File: src/rtl/router_pkg.sv
// Shared constants and lock-FSM encoding for the router FIFO read side.
package router_pkg;

  localparam int NUM_PORTS        = 5;
  localparam int PORT_N           = 0;
  localparam int PORT_E           = 1;
  localparam int PORT_S           = 2;
  localparam int PORT_W           = 3;
  localparam int PORT_L           = 4;
  localparam int DEFAULT_DATASIZE = 30;
  localparam int TAIL_BIT         = DEFAULT_DATASIZE - 1;

  typedef enum logic {
    IDLE   = 1'b0,
    LOCKED = 1'b1
  } lock_state_e;

endpackage

File: src/rtl/rr_arbiter5.sv
// Five-way round-robin arbiter: searches upward from last_grant+1, wrapping,
// over requests qualified by enable and an optional lock mask.
module rr_arbiter5
  import router_pkg::*;
(
  input  logic [NUM_PORTS-1:0] req_i,
  input  logic [2:0]           last_grant_i,
  input  logic                 en_i,
  input  logic [NUM_PORTS-1:0] mask_i,
  output logic [NUM_PORTS-1:0] gnt_o,
  output logic [2:0]           gnt_idx_o,
  output logic                 gnt_vld_o
);

  logic [NUM_PORTS-1:0] req_m;
  logic [2:0]           idx;

  always_comb begin
    gnt_o     = '0;
    gnt_idx_o = '0;
    gnt_vld_o = 1'b0;
    idx       = last_grant_i;
    req_m     = req_i & mask_i & {NUM_PORTS{en_i}};
    for (int i = 0; i < NUM_PORTS; i++) begin
      idx = (idx == 3'(NUM_PORTS - 1)) ? 3'd0 : idx + 3'd1;
      if (!gnt_vld_o && req_m[idx]) begin
        gnt_vld_o  = 1'b1;
        gnt_idx_o  = idx;
        gnt_o[idx] = 1'b1;
      end
    end
  end

endmodule

File: src/rtl/fifo_rr_reader.sv
// Round-robin reader for the five input FIFOs, registering one flit per cycle
// downstream. Define FIFO_RR_READER_PKT_LOCK_EN to hold the grant for a whole packet.
module fifo_rr_reader
  import router_pkg::*;
#(
  parameter int DATASIZE = DEFAULT_DATASIZE
) (
  input  logic                fifo_clk,
  input  logic                rst_n,
  input  logic [DATASIZE-1:0] N_data_in,
  input  logic [DATASIZE-1:0] E_data_in,
  input  logic [DATASIZE-1:0] S_data_in,
  input  logic [DATASIZE-1:0] W_data_in,
  input  logic [DATASIZE-1:0] L_data_in,
  input  logic                N_valid_in,
  input  logic                E_valid_in,
  input  logic                S_valid_in,
  input  logic                W_valid_in,
  input  logic                L_valid_in,
  output logic                fifo_ready_N,
  output logic                fifo_ready_E,
  output logic                fifo_ready_S,
  output logic                fifo_ready_W,
  output logic                fifo_ready_L,
  output logic [DATASIZE-1:0] data_out,
  output logic                valid_out,
  input  logic                full_in
);

  logic [DATASIZE-1:0]  data_q, data_d;
  logic                 valid_q, valid_d;
  logic [2:0]           last_q, last_d;
  logic [DATASIZE-1:0]  din [NUM_PORTS];
  logic [NUM_PORTS-1:0] req, gnt, mask;
  logic [2:0]           gnt_idx;
  logic                 gnt_vld, can_load;

  assign din[PORT_N] = N_data_in;
  assign din[PORT_E] = E_data_in;
  assign din[PORT_S] = S_data_in;
  assign din[PORT_W] = W_data_in;
  assign din[PORT_L] = L_data_in;
  assign req         = {L_valid_in, W_valid_in, S_valid_in, E_valid_in, N_valid_in};
  assign can_load    = !valid_q || !full_in;

  // Gating with rst_n drops the pop strobes the instant reset asserts.
  rr_arbiter5 u_arb (
    .req_i        (req),
    .last_grant_i (last_q),
    .en_i         (can_load && rst_n),
    .mask_i       (mask),
    .gnt_o        (gnt),
    .gnt_idx_o    (gnt_idx),
    .gnt_vld_o    (gnt_vld)
  );

  assign {fifo_ready_L, fifo_ready_W, fifo_ready_S, fifo_ready_E, fifo_ready_N} = gnt;
  assign data_out  = data_q;
  assign valid_out = valid_q;

  always_comb begin
    valid_d = valid_q;
    data_d  = data_q;
    last_d  = last_q;
    if (can_load) begin
      valid_d = gnt_vld;
      if (gnt_vld) begin
        data_d = din[gnt_idx];
        last_d = gnt_idx;
      end
    end
  end

`ifdef FIFO_RR_READER_PKT_LOCK_EN
  localparam int TAIL = DATASIZE - 1;

  lock_state_e state_q, state_d;
  logic [2:0]  lock_port_q, lock_port_d;

  // While LOCKED only the locked port is eligible, even when its FIFO is empty.
  assign mask = (state_q == LOCKED) ? (NUM_PORTS'(1) << lock_port_q) : '1;

  always_comb begin
    state_d     = state_q;
    lock_port_d = lock_port_q;
    if (can_load && gnt_vld) begin
      case (state_q)
        IDLE: begin
          if (!din[gnt_idx][TAIL]) begin
            state_d     = LOCKED;
            lock_port_d = gnt_idx;
          end
        end
        LOCKED: begin
          if (din[gnt_idx][TAIL]) state_d = IDLE;
        end
        default: state_d = IDLE;
      endcase
    end
  end

  always_ff @(posedge fifo_clk or negedge rst_n) begin
    if (!rst_n) begin
      state_q     <= IDLE;
      lock_port_q <= '0;
    end else begin
      state_q     <= state_d;
      lock_port_q <= lock_port_d;
    end
  end
`else
  assign mask = '1;
`endif

  always_ff @(posedge fifo_clk or negedge rst_n) begin
    if (!rst_n) begin
      valid_q <= 1'b0;
      data_q  <= '0;
      last_q  <= 3'(PORT_L);
    end else begin
      valid_q <= valid_d;
      data_q  <= data_d;
      last_q  <= last_d;
    end
  end

endmodule
File: config.mk
export PLATFORM = sky130hd
export DESIGN_NAME = fifo_rr_reader
export DESIGN_NICKNAME = d
export VERILOG_FILES = /design/src/rtl/router_pkg.sv /design/src/rtl/rr_arbiter5.sv /design/src/rtl/fifo_rr_reader.sv
export SDC_FILE = /design/constraint.sdc
export NUM_CORES = 1
export LEC_CHECK = 0
export CORE_MARGIN = 8
export CORE_UTILIZATION = 65
export DETAILED_ROUTE_END_ITERATION = 7
export DONT_BUFFER_PORTS = 1
export PLACE_DENSITY = 0.81
export SETUP_SLACK_MARGIN = 0.3
export SLEW_MARGIN = 20
export SYNTH_ARGS = -nofsm -noshare
export SYNTH_HDL_FRONTEND = slang
export SYNTH_SLANG_ARGS = --single-unit
export TNS_END_PERCENT = 100
File: constraint.sdc
create_clock -name fifo_clk -period 6.15 [get_ports fifo_clk]
set_input_delay 1.23 -clock fifo_clk [delete_from_list [all_inputs] [get_ports fifo_clk]]
set_output_delay 1.23 -clock fifo_clk [all_outputs]
set_load 0.01 [all_outputs]
### After elaboration in Yosys (flattened, before gate mapping)

Index checks and enable logic that the tools add are counted.

| operators by class | value |
|---|---|
| add/subtract/negate cells | 5 |
| multiplexer cells | 43 |
| magnitude comparators | 11 |
| eq/ne operators | 5 |
| bitwise gates (word level) | 6 |
| reduce and logical (&&, ||, !) cells | 18 |

Operators with widths:

| operator | count |
|---|---|
| $bmux 30 s3 | 1 |
| $mux 30 | 2 |
| $mux 3 | 10 |
| $mux 5 | 5 |
| $lt 3x4->1 const B | 5 |
| $or 5x5->5 | 4 |
| $add 3x1->3 const B | 5 |
| $bmux 1 s3 | 5 |
| $demux 1 s3 | 5 |
| $eq 3x3->1 const B | 5 |
| $ge 3x1->1 const B | 5 |
| $mux 1 | 15 |
| $logic_and 1x1->1 | 10 |
| $logic_not 1->1 | 6 |
| $and 5x5->5 | 1 |
| $ge 4x4->1 const B | 1 |
| $not 3->4 | 1 |
| $reduce_and 2->1 | 1 |
| $logic_or 1x1->1 | 1 |

| storage, ports and cells | value |
|---|---|
| bits of input ports | 158 |
| logic and storage cells | 91 |
| register bits | 34 |

### Longest topological paths before layout

| depth | value |
|---|---|
| depth in word-level cells | 23 |
| gate-level depth with buffers | 25 |
| depth with buffers taken out | 19 |

### Cells and area by module

A second synthesis with hierarchy kept.

| unflattened totals | value |
|---|---|
| cell total of the unflattened synthesis | 310 |
| area, all modules | 3567.2 µm² |

By module, submodules not included:

| module | cells an instance | times used | area an instance (µm²) |
|---|---|---|---|
| fifo_rr_reader | 152 | 1 | 2314.7 |
| rr_arbiter5 | 158 | 1 | 1252.5 |

### Least setup slack after synthesis

No wires, ideal clock.

| path | value |
|---|---|
| path type | flip-flop to output port |
| start | register last_q[0] |
| end | output port fifo_ready_L |
| data arrival time | 4401 ps |
| setup slack | 519 ps |
| path buffers | 4 |
| cell stages (with the launch flop) | 22 |
| cell sequence | dfrtp_1 > buf_2 > inv_1 > ha_1 > inv_1 > a21oi_1 > inv_1 > ha_1 > o21ai_0 > a22oi_4 > ha_1 > or3b_1 > and4_1 > nor2_2 > mux2_4 > mux2i_1 > nor3_1 > a31o_1 > buf_6 > a221o_1 > buf_2 > clkbuf_1 |

| between the ends | value |
|---|---|
| word-level cells in the longest chain between the ends | 17 |
| elaborated cells on any way between the ends | 71 |
| classes of those cells | add/sub: 5; order compare: 10; eq/ne: 5; mux: 34; bitwise: 4; reduce/logical: 13 |

RTL lines:

| item | line | text |
|---|---|---|
| start, declared | fifo_rr_reader.sv:32 | `logic [2:0] last_q, last_d;` |
| start signal, assigned | fifo_rr_reader.sv:119 | `last_q <= 3'(PORT_L);` |
| start signal, assigned | fifo_rr_reader.sv:123 | `last_q <= last_d;` |
| $add 3x1->3 or $eq 3x3->1 (tied branches) | rr_arbiter5.sv:25 | `idx = (idx == 3'(NUM_PORTS - 1)) ? 3'd0 : idx + 3'd1;` |
| $mux 3 * | rr_arbiter5.sv:25 |  |
| branches (longest 14 deep; another with $lt 3x4->1) | -- |  |
| $mux 5 * | rr_arbiter5.sv:26 | `if (!gnt_vld_o && req_m[idx]) begin` |
| end, declared | fifo_rr_reader.sv:24 | `output logic fifo_ready_L,` |

Every way passes the cells marked *. The select of a mux whose other input is x is not followed.

### Worst setup path in the final report

| path | value |
|---|---|
| start | register last_q[0] |
| end | output port fifo_ready_S |

| between the ends | value |
|---|---|
| word-level cells in the longest chain between the ends | 17 |
| elaborated cells on any way between the ends | 71 |
| classes of those cells | add/sub: 5; order compare: 10; eq/ne: 5; mux: 34; bitwise: 4; reduce/logical: 13 |

RTL lines:

| item | line | text |
|---|---|---|
| $add 3x1->3 or $eq 3x3->1 (tied branches) | rr_arbiter5.sv:25 |  |
| $mux 3 * | rr_arbiter5.sv:25 |  |
| branches (longest 14 deep; another with $lt 3x4->1) | -- |  |
| $mux 5 * | rr_arbiter5.sv:26 |  |
| end, declared | fifo_rr_reader.sv:22 | `output logic fifo_ready_S,` |

Marked as above.

==> qor.csv <==
stage,metric,value,unit
outcome,status,"finished, final reports clean",
drt,metal3 WL,1274,microns
synthesis,top post-synthesis cells by count,"mux2i_1, dfrtp_1, nand2_1",
drt,Vias,3374,
layout,nets@finish,546,
clock_tree,Worst-path clk slew,0.07,ns
layout,multi-input logic area,2391,sq um
layout,layout cells sized above 1,0.1444,
critical_path,"Max FO, Critical Path",7,
synthesis,YS warnings,0,
drt,top routing layer used,met4,
placed_design,HPWL Detailed,9374,microns
critical_path,CP arrival,4.39,ns
drt,M1 WL,4452,microns
grt,initial antenna violation count,0,
layout,# fillers,388,
floorplan,Initial Utilization,0.6718,
timing,Peak Freq,178.0,MHz
clock_tree,CTS tree,done,
synthesis,most area-hungry cell type in the Yosys netlist,dfrtp_1,
grt,first-pass GRT wire length,17640,microns
drt,via/cell ratio,7.481,
timing,worst slew pin tran,0.6342,ns
timing,worst setup margin,0.5306,ns
floorplan,die area,7819,sq um
clock_tree,H-tree lvl count,2,
synthesis,post-synthesis sequential area ratio,0.2499,
drt,DR pass1 iterations,6,
run,max_cap viols,0,
timing,setup TNS,0,ns
floorplan,row cnt,26,
critical_path,WP buf/inv,3,
timing,Final setup viols,0,
synthesis,most common cell in the netlist,mux2i_1,
synthesis,Synth Instances,386,
critical_path,critical path type,flip-flop to primary output,
timing,number of failing hold endpoints at the final stage,0,
timing,Final Max Slew Viols,0,
synthesis,Synth cell types,65,
critical_path,slack of the worst reg-to-reg path,0.84,ns
timing,Slew headroom,0.5740,
clock_tree,clock root buffer master,clkbuf_8,
floorplan,Die Span X,88.43,microns
synthesis,mux cell area share after synthesis,0.1905,
clock_tree,"Clk Latency, worst-skew pair",0.29,ns
timing,Final Critical Period,5.619,ns
synthesis,Syn Std Cell Area,3410,sq um
clock_tree,clock sinks,34,
floorplan,I/O pins,194,
synthesis,Area contributors post-synth,"dfrtp_1, mux2i_1, o221ai_1, a22oi_1, ha_1",
placed_design,pre-CTS WS,0.4970,ns
drt,met2 WL,5905,microns
critical_path,"Req. time, crit path",4.92,ns
synthesis,Compound-Gate Fraction of Synth Area,0.3075,
hold_path,Hold Path Class,flip-flop to flip-flop,
floorplan,die height,88.43,microns
synthesis,Synth async-reset ratio,1.000,
synthesis,Synth Flop Type,dfrtp_1,
synthesis,post-synth net total,552,
synthesis,Post-Synth Simple-Gate Area,0.1420,
critical_path,CP cell instances,inv_1 -> ha_1 -> inv_1 -> a21oi_2 -> inv_1 -> ha_1 -> o21ai_2 -> a22oi_4 -> ha_1 -> or3b_1 -> and4_1 -> nor2_4 -> mux2_4 -> mux2i_1 -> nor3_1 -> a31o_2 -> nand2_1 -> o221ai_1,
grt,vias in the first global route,3307,
timing,Max Clock Skew,0.006346,ns
timing,final worst-path cycle share,0.9137,
synthesis,top-area cell type share of the netlist area,0.2422,
critical_path,Top delay family on crit path,simple AND/OR/NAND/NOR gates,
drt,DR iter-0 viols,348,
layout,register cell area after layout,852.1,sq um
critical_path,Worst path slowest cell,or3b_1,
clock_tree,TritonCTS Buffers,5,
drt,# DRC,0,
drt,antenna-violating nets left,0,
grt,All-Layer GR Usage,0.2914,
synthesis,Post-Synth Adder-Cell Area,0.02936,
critical_path,CP endpoint kind,primary output,
timing,RSZ-0062 raised after global routing,false,
drt,drt total wl,11930,microns
synthesis,Post-synth EDFFs,0,
critical_path,CP Launch Type,flip-flop,
placed_design,PortBufs,0,
synthesis,number of synthesized register bits,34,
critical_path,Critical Path Max Stage Delay,0.40,ns
layout,Antenna Cells,0,
synthesis,largest family of logic cells by synthesized area,compound AO/OA/AOI/OAI gates,
floorplan,Core Box Area,5075,sq um
synthesis,Synth Area in XOR/XNOR,0.005138,
drt,post-DR wirelength/cell,26.46,microns
placed_design,gpl congestion,1.008,
grt,largest net degree at the start of global routing,56,
clock_tree,Max clock buf depth,2,
synthesis,syn avg cell area,8.833,sq um
layout,area grow syn2layout,8.257,%
grt,Overflow after GRT,0,
==> what timing repair did <==
action                     4_1_cts  5_1_grt
buffers inserted                 0        3
pin swaps                        0        2
resized for setup                1       17
setup endpoints to repair        4        5
hold buffers                     0        0
==> routing by layer <==
layer	up-vias	GRT usage
met5	-	0
met4	0	0.1137
met3	30	0.07799
met2	245	0.4664
met1	1593	0.3630
li1	1506	-
==> flip-flops by register name, summed over array words and instances, names as in the netlist <==
signal,cells
valid_out,1
last_q,3
data_out,30
==> final timing paths <==
kind / depth (start not counted) / startpoint / to
max: 18 / last_q[0] / fifo_ready_S
min: 2 / valid_out / valid_out
max reg2reg: 20 / last_q[0] / data_out[5]
min reg2reg: 2 / valid_out / valid_out
max in group asynchronous: 0 / rst_n / last_q[2]
min in group asynchronous: 0 / rst_n / data_out[3]
==> cell type report <==
type	instances	share of cell area
clock buffer	5	0.01864
clock inverter	3	0.01864
inverter	24	0.02441
multi-input combinational	299	0.6478
sequential	34	0.2308
tap	70	0.02373
timing repair buffer	16	0.03593
==> placed cells by master, fill, tap and decap left out, types with 4 or more instances in the layout <==
cell type,instances
ha_1,8
nand3_1,8
a21oi_1,8
mux2i_1,59
a221oi_1,11
nor2_1,20
inv_1,23
o2bb2ai_1,7
dfrtp_1,33
buf_4,15
a22oi_1,24
o21ai_0,8
nand2_1,25
nor3_1,9
a211oi_1,7
nand4_1,4
o21ai_1,5
clkbuf_8,5
o221ai_1,24
==> cell families (layout without fill, tap and decap cells) <==
logic type | after synthesis | count (layout)
XOR/XNOR | 2 | 2
buffers and inverters | 53 | 48
multiplexers | 64 | 64
adder cells (fa/ha/maj) | 8 | 8
flip-flops | 34 | 34
AND/OR/NAND/NOR | 93 | 93
AO/OA/AOI/OAI | 132 | 132
==> worst register-to-register path, cell delays in order, from the launching register on <==
cell	delay, ns
dfrtp_1	0.36
inv_1	0.10
ha_1	0.35
inv_1	0.09
a21oi_2	0.20
inv_1	0.10
ha_1	0.28
o21ai_2	0.11
a22oi_4	0.06
ha_1	0.23
or3b_1	0.40
and4_1	0.24
nor2_4	0.18
mux2_4	0.37
mux2i_1	0.20
nor3_1	0.07
a31o_2	0.28
a221o_1	0.46
buf_4	0.19
or4_4	0.67
o221ai_1	0.27
==> stage by stage <==
stage / cell area (sq um) / hold slack [ns] / instances / util
final: 3691 / 0.5600 / 451 / 0.7273
after floorplan: 3410 / 0.5164 / 386 / -
after CTS: 3598 / 0.5670 / 448 / 0.7091
after global placement: 3461 / 0.5415 / 440 / 0.6820
after global routing: 3691 / 0.6061 / 451 / 0.7273
after detailed placement: 3461 / 0.5487 / 440 / 0.6820
Power is not shown: default switching activity piles up to over one toggle a cycle in this logic, so the estimate is an artifact.
